### src/rtl/mem_access_ctrl.sv
// mem_access_ctrl: sequential memory-port controller for the 16-bit CPU.
// Accepts one-cycle fetch/load/store pulses while idle and runs the external
// readM/writeM handshake. Returned instructions land in ir and load data in
// mdr. Both registers hold their values between accesses because they feed
// the datapath selection muxes directly.
//
// Optional feature macro: MEM_TIMEOUT_EN. When it is defined, an access that
// gets no response within TIMEOUT_CYCLES wait cycles is aborted with a
// mem_err pulse. When it is undefined, the controller waits indefinitely and
// mem_err stays 0.
//
// Ports:
//   clk, reset                      clock, async active-high reset
//   fetch_req/load_req/store_req    request pulses (priority store > load > fetch)
//   pc, data_addr, store_data       request operands
//   busy                            high whenever the controller is not idle
//   instr_valid/load_done/store_done/mem_err   one-cycle completion pulses
//   ir, mdr                         instruction / memory data registers
//   readM, writeM, mem_addr, mem_wdata   registered memory-side outputs
//   mem_rdata, inputReady, ackOutput     memory-side responses
module mem_access_ctrl #(
   parameter int WORD_WIDTH     = 16,
   parameter int TIMEOUT_CYCLES = 255,
   parameter int TIMEOUT_W      = 8
) (
   input  logic                  clk,
   input  logic                  reset,
   input  logic                  fetch_req,
   input  logic                  load_req,
   input  logic                  store_req,
   input  logic [WORD_WIDTH-1:0] pc,
   input  logic [WORD_WIDTH-1:0] data_addr,
   input  logic [WORD_WIDTH-1:0] store_data,
   output logic                  busy,
   output logic                  instr_valid,
   output logic                  load_done,
   output logic                  store_done,
   output logic                  mem_err,
   output logic [WORD_WIDTH-1:0] ir,
   output logic [WORD_WIDTH-1:0] mdr,
   output logic                  readM,
   output logic                  writeM,
   output logic [WORD_WIDTH-1:0] mem_addr,
   output logic [WORD_WIDTH-1:0] mem_wdata,
   input  logic [WORD_WIDTH-1:0] mem_rdata,
   input  logic                  inputReady,
   input  logic                  ackOutput
);

   typedef enum logic [1:0] {
      IDLE  = 2'd0,
      FETCH = 2'd1,
      LOAD  = 2'd2,
      STORE = 2'd3
   } state_t;

   state_t                state_q, state_d;
   logic                  readm_q, readm_d;
   logic                  writem_q, writem_d;
   logic [WORD_WIDTH-1:0] mem_addr_q, mem_addr_d;
   logic [WORD_WIDTH-1:0] mem_wdata_q, mem_wdata_d;
   logic [WORD_WIDTH-1:0] ir_q, ir_d;
   logic [WORD_WIDTH-1:0] mdr_q, mdr_d;
   logic                  instr_valid_q, instr_valid_d;
   logic                  load_done_q, load_done_d;
   logic                  store_done_q, store_done_d;
   logic                  mem_err_q, mem_err_d;
   logic                  timeout_s;

`ifdef MEM_TIMEOUT_EN
   logic [TIMEOUT_W-1:0]  cnt_q, cnt_d;

   // Abort on the edge where the wait counter would reach the limit.
   assign timeout_s = (cnt_q == TIMEOUT_W'(TIMEOUT_CYCLES - 1));

   // Wait counter: held at zero while idle so it is clear on entry to an access.
   always_comb begin
      cnt_d = cnt_q;
      if (state_q == IDLE) begin
         cnt_d = {TIMEOUT_W{1'b0}};
      end else begin
         cnt_d = cnt_q + TIMEOUT_W'(1);
      end
   end

   // Wait counter register.
   always_ff @(posedge clk or posedge reset) begin
      if (reset) begin
         cnt_q <= {TIMEOUT_W{1'b0}};
      end else begin
         cnt_q <= cnt_d;
      end
   end
`else
   assign timeout_s = 1'b0;
`endif

   // Next-state and next-output logic; done pulses default low every cycle.
   always_comb begin
      state_d       = state_q;
      readm_d       = readm_q;
      writem_d      = writem_q;
      mem_addr_d    = mem_addr_q;
      mem_wdata_d   = mem_wdata_q;
      ir_d          = ir_q;
      mdr_d         = mdr_q;
      instr_valid_d = 1'b0;
      load_done_d   = 1'b0;
      store_done_d  = 1'b0;
      mem_err_d     = 1'b0;
      case (state_q)
         IDLE: begin
            if (store_req) begin
               state_d     = STORE;
               mem_addr_d  = data_addr;
               mem_wdata_d = store_data;
               writem_d    = 1'b1;
               readm_d     = 1'b0;
            end else if (load_req) begin
               state_d    = LOAD;
               mem_addr_d = data_addr;
               readm_d    = 1'b1;
               writem_d   = 1'b0;
            end else if (fetch_req) begin
               state_d    = FETCH;
               mem_addr_d = pc;
               readm_d    = 1'b1;
               writem_d   = 1'b0;
            end else begin
               state_d = IDLE;
            end
         end
         FETCH: begin
            if (inputReady) begin
               ir_d          = mem_rdata;
               readm_d       = 1'b0;
               instr_valid_d = 1'b1;
               state_d       = IDLE;
            end else if (timeout_s) begin
               readm_d   = 1'b0;
               mem_err_d = 1'b1;
               state_d   = IDLE;
            end else begin
               state_d = FETCH;
            end
         end
         LOAD: begin
            if (inputReady) begin
               mdr_d       = mem_rdata;
               readm_d     = 1'b0;
               load_done_d = 1'b1;
               state_d     = IDLE;
            end else if (timeout_s) begin
               readm_d   = 1'b0;
               mem_err_d = 1'b1;
               state_d   = IDLE;
            end else begin
               state_d = LOAD;
            end
         end
         STORE: begin
            if (ackOutput) begin
               writem_d     = 1'b0;
               store_done_d = 1'b1;
               state_d      = IDLE;
            end else if (timeout_s) begin
               writem_d  = 1'b0;
               mem_err_d = 1'b1;
               state_d   = IDLE;
            end else begin
               state_d = STORE;
            end
         end
         default: begin
            state_d  = IDLE;
            readm_d  = 1'b0;
            writem_d = 1'b0;
         end
      endcase
   end

   // Controller state and registered outputs; reset drops strobes at once.
   always_ff @(posedge clk or posedge reset) begin
      if (reset) begin
         state_q       <= IDLE;
         readm_q       <= 1'b0;
         writem_q      <= 1'b0;
         mem_addr_q    <= {WORD_WIDTH{1'b0}};
         mem_wdata_q   <= {WORD_WIDTH{1'b0}};
         ir_q          <= {WORD_WIDTH{1'b0}};
         mdr_q         <= {WORD_WIDTH{1'b0}};
         instr_valid_q <= 1'b0;
         load_done_q   <= 1'b0;
         store_done_q  <= 1'b0;
         mem_err_q     <= 1'b0;
      end else begin
         state_q       <= state_d;
         readm_q       <= readm_d;
         writem_q      <= writem_d;
         mem_addr_q    <= mem_addr_d;
         mem_wdata_q   <= mem_wdata_d;
         ir_q          <= ir_d;
         mdr_q         <= mdr_d;
         instr_valid_q <= instr_valid_d;
         load_done_q   <= load_done_d;
         store_done_q  <= store_done_d;
         mem_err_q     <= mem_err_d;
      end
   end

   assign busy        = (state_q != IDLE);
   assign readM       = readm_q;
   assign writeM      = writem_q;
   assign mem_addr    = mem_addr_q;
   assign mem_wdata   = mem_wdata_q;
   assign ir          = ir_q;
   assign mdr         = mdr_q;
   assign instr_valid = instr_valid_q;
   assign load_done   = load_done_q;
   assign store_done  = store_done_q;
   assign mem_err     = mem_err_q;

endmodule

### config.mk
export PLATFORM = sky130hd
export DESIGN_NAME = mem_access_ctrl
export DESIGN_NICKNAME = d
export VERILOG_FILES = /design/src/rtl/mem_access_ctrl.sv
export SDC_FILE = /design/constraint.sdc
export NUM_CORES = 1
export LEC_CHECK = 0
export ABC_AREA = 1
export BUFFER_PORTS_ARGS = -buffer_cell sky130_fd_sc_hd__buf_2
export CORE_MARGIN = 2
export CORE_UTILIZATION = 30
export DETAILED_ROUTE_END_ITERATION = 16
export SETUP_SLACK_MARGIN = 0.2
export SLEW_MARGIN = 0
export SYNTH_ARGS = -nofsm -noshare
export SYNTH_HDL_FRONTEND = slang
export SYNTH_SLANG_ARGS = --single-unit
### constraint.sdc
create_clock -name clk -period 2.7 [get_ports clk]
set_input_delay 0.27 -clock clk [delete_from_list [all_inputs] [get_ports clk]]
set_output_delay 0.27 -clock clk [all_outputs]
set_load 0.01 [all_outputs]
* Yosys cells after proc, flatten, opt, wreduce, memory -nomap -nowiden
Index checks and enable logic that the tools add are counted.
** Operators by class
- Eq/ne operators :: 6
- Mux-type cells :: 25
- Reductions and logical operators :: 12
** Operators with widths (number)
- $mux W16 :: 3
- $mux W1 :: 15
- $mux W2 :: 4
- $pmux W2 S4 :: 1
- $reduce_and A2 Y1 :: 4
- $reduce_and A3 Y1 :: 2
- $reduce_bool A2 Y1 :: 3
- $eq A2 B2 Y1 const B :: 2
- $ne A4 B4 Y1 const B :: 1
- $pmux W1 S2 :: 2
- $reduce_bool A3 Y1 :: 1
- $eq A2 B1 Y1 const B :: 1
- $logic_not A2 Y1 :: 1
- $ne A2 B1 Y1 const B :: 1
- $ne A2 B2 Y1 const B :: 1
- $reduce_or A2 Y1 :: 1
** Word-level totals
- Register bits :: 71
- Input port bits :: 71
- Output and inout port bits :: 71
- Logic and storage cells :: 53

* Logic depth before layout (Yosys ltp)
- Word-level depth :: 4
- Depth in mapped cells :: 9
- Mapped depth without buffers :: 8

* Worst setup path before layout
OpenSTA, ideal clock, no wires.
- Kind :: reg2reg
- From :: reg state_q[0]
- To :: reg mem_wdata_q[0] (netlist: mem_wdata[0])
- Setup time :: 0.117 ns
- Arrival time :: 1.221 ns
- Data required time :: 2.583 ns
- Path slack :: 1.363 ns
- Stages on the path, launching flop included :: 8
- Period minus slack after synthesis :: 1.337 ns
- Cells stage by stage :: dfrtp_1 inv_1 ha_1 buf_4 nand2_2 buf_2 nand2_1 nand2_1
** Between the ends
- Longest elaborated chain between the ends :: 2
** RTL lines
- start: declaration :: line 57 : state_t state_q, state_d;
- start signal: assignment :: line 197 : state_q <= state_d;
- $logic_not A2 Y1 :: line 111 : case (state_q)
- $reduce_and A2 Y1 (no source line)
- end signal: assignment :: line 189 : mem_wdata_q <= {WORD_WIDTH{1'b0}};
- end signal: assignment :: line 201 : mem_wdata_q <= mem_wdata_d;
- end: declaration :: line 61 : logic [WORD_WIDTH-1:0] mem_wdata_q, mem_wdata_d;
No other way between the ends.
A chain may end at the register's enable or synchronous reset.

* Worst setup path after layout
- From :: reg state_q[0]
- To :: out busy
** Between the ends
- Longest elaborated chain between the ends :: 1
** RTL lines
- $reduce_bool A2 Y1 :: line 211 : assign busy = (state_q != IDLE);
- end: declaration :: line 34 : output logic busy,
No other way between the ends.

==> run summary <==
Status -> complete, no violations
Routability Congestion -> 0.7243
Adder-Cell Fraction of Synth Area -> 2.454%
Area of the multi-input gates -> 1075 um2
Synth warn -> 0
Final WL -> 7.769 mm
Max Root-Sink Buffers -> 2
Initial Util -> 31.15%
GRT overflow -> 0
Worst Setup Slack, final -> 0.8710 ns
Count of state elements after synthesis -> 71
Crit Path Max Fanout -> 11
Mapped Cells -> 366
Crit path max-delay family -> adder cells
Clock-pin slew on the worst setup and hold paths -> 0.08 ns
Crit path kind -> reg2out
Multiplexer area fraction after synthesis -> 0%
Leakage -> 0.002436 uW
Port bufs -> 140
Fin. Hold Viols -> 0
Ratio of cells with drive above 1 in the final layout -> 32.28%
Post-Place Cells -> 625
RSZ-0062 raised after global routing -> false
DR vias/cell -> 4.329
Clock latency on the worst-skew pair -> 0.34 ns
FF/Latch Area -> 1777 um2
Setup TNS -> 0 ns
Post-CTS sizing -> 0
Slew @ Worst Pin -> 0.9445 ns
Pre-CTS WS -> 0.8689 ns
CTS buffer count -> 9
Num rows -> 36
Slew margin rel. -> 36.88%
Ports -> 142
Worst Path Arrival -> 1.56 ns
Clock sinks -> 71
Die area -> 11020 um2
Max-cap violations -> 0
Postcts setup bufs -> 0
DRC -> 0
Worst Skew -> 0.009159 ns
Final setup violating endpoints -> 0
Fin Hold WS -> 0.04687 ns
P per Cell Area -> 1099 nW/um2
Hold WC Path Type -> in2async
Register area share after synthesis -> 58.08%
Tot GR Track Use -> 14.67%
Worst vdd ir -> 0.4396 mV
Crit. End Element -> output pin
Post-Synth Simple-Gate Area -> 26.63%
Vias in the first global route -> 2783
H-tree depth -> 3
Crit-path slowest cell -> ha_1
Cts-stage hold buffer count -> 0
TritonRoute pass-1 iters -> 4
Highest clock rate -> 546.7 MHz
DRT antenna net count -> 0
Initial drt markers -> 115
Tmin final -> 1.829 ns
XOR/XNOR Fraction of Synth Area -> 0%
Diode count -> 0
Nets -> 580
Detail Placement HPWL -> 5.657 mm
Yosys cell types -> 18
WP buf/inv -> 3
Clock root buffer -> clkbuf_8
Die Ht -> 105.0 um
Die Wd -> 105.0 um
Compound-gate portion of the synthesized area -> 5.930%
CTS tree -> done
Crit path cell chain -> inv_1, ha_1, inv_2, buf_2
Finished Layout Cells -> 641
Syn Area/Cell -> 8.358 um2
Syn nets -> 443
Layout fillers -> 1040
Std-Cell Core Area -> 9819 um2
Final Power -> 4490 uW
Via count -> 2775
Layout area overhead -> 33.58%
Period utilisation layout -> 67.74%
Initial antenna violation count -> 0
Max Slew Vio Count -> 0
Crit start category -> flip-flop
Pin count of the biggest net entering global routing -> 40
Main combinational cell family by area after synthesis -> simple AND/OR/NAND/NOR gates
Largest stage delay, worst path -> 0.47 ns
DR WL/cell -> 12.12 um
Global-route wire length before repair -> 13.08 mm
CP required -> 2.43 ns
Netlist Area Pre-Place -> 3059 um2
-- logic make-up after synthesis --
| group | count (synthesis) |
|---|---|
| buf+inv | 47 |
| fa+ha+maj | 6 |
| flops | 71 |
| simple gates | 205 |
| other cells | 1 |
| compound gates | 36 |
-- through the flow --
stage / util (%) / instance area, um2
floorplan: - / 3059
global placement: 39.33 / 3862
detailed placement: 39.33 / 3862
CTS: 41.62 / 4086
global route: 41.62 / 4086
finish: 41.62 / 4086
-- state kept, by name (all words and copies together) (netlist names), 2 cells and up --
name / cells
mem_wdata: 16
mdr: 16
ir: 16
state_q: 2
mem_addr: 16
-- report_power, final --
part / total [uW] / switching (uW) / internal (uW)
combinational: 1710 / 1040 / 669
sequential: 1820 / 271 / 1550
clock: 959 / 389 / 571
-- worst register-to-register path, cell delays in order, from the launching register on --
cell and delay (ns):
dfrtp_1 0.42, inv_1 0.12, ha_1 0.19, nand2_1 0.54
o21ai_0 0.41
-- path summary, 6_finish.rpt --
check	start	end	slack, ns	cells after the start
hold / removal	reset	mdr[7]	0.05	2
min in group clk	store_data[8]	mem_wdata[8]	0.16	3
hold reg to reg	mem_wdata[13]	mem_wdata[13]	0.47	2
max in group asynchronous	reset	store_done	1.99	3
setup reg to reg	state_q[0]	mdr[9]	0.93	4
setup / recovery	state_q[0]	busy	0.87	4
-- cells in the final DEF (no fill, tap or decap) --
cell | Yosys | layout
dfrtp_1 | 71 | 71
buf_4 | 5 | 1
clkbuf_1 | 6 | 2
nand2_2 | 3 | 3
nand2_4 | 1 | 1
o21ai_0 | 33 | 33
nor2_4 | 1 | 1
conb_1 | 1 | 1
inv_1 | 29 | 28
clkinv_2 | 0 | 1
nor2_1 | 7 | 7
nand3_1 | 18 | 18
bufinv_16 | 0 | 2
buf_12 | 0 | 1
a21oi_1 | 2 | 2
ha_1 | 6 | 6
clkbuf_8 | 0 | 11
inv_2 | 2 | 3
nand2_1 | 175 | 175
a31oi_1 | 1 | 1
buf_2 | 4 | 140
-- layer usage --
| metal | global-route usage (%) | wire length (um) |
|---|---|---|
| met1 | 18.58 | 3543 |
| met2 | 24.26 | 3684 |
| met3 | 4.117 | 478 |
| met4 | 4.571 | 63 |
| met5 | 0 | 0 |
-- synth_stat cells --
master    count  area, um2
ha_1          6      75.07
dfrtp_1      71       1777
clkbuf_1      6      22.52
nand3_1      18      90.09
o21ai_0      33      165.2
a21oi_1       2      10.01
inv_2         2      7.510
nand2_4       1      11.26
nand2_1     175      656.9
a31oi_1       1      6.260
inv_1        29      108.9
nor2_4        1      11.26
nand2_2       3      18.77
buf_2         4      20.02
nor2_1        7      26.28
conb_1        1      3.750
buf_6         1      11.26
buf_4         5      37.54
-- final cells by class --
| class | count | area share, % |
|---|---|---|
| well taps | 133 | 4.072 |
| inverters | 31 | 2.848 |
| flip-flops and latches | 71 | 43.48 |
| clock inverters | 3 | 1.592 |
| multi-input cells | 248 | 26.30 |
| repair buffers | 142 | 17.82 |
| clock buffers | 13 | 3.889 |
No activity file was read; power rests on OpenSTA's default activity.
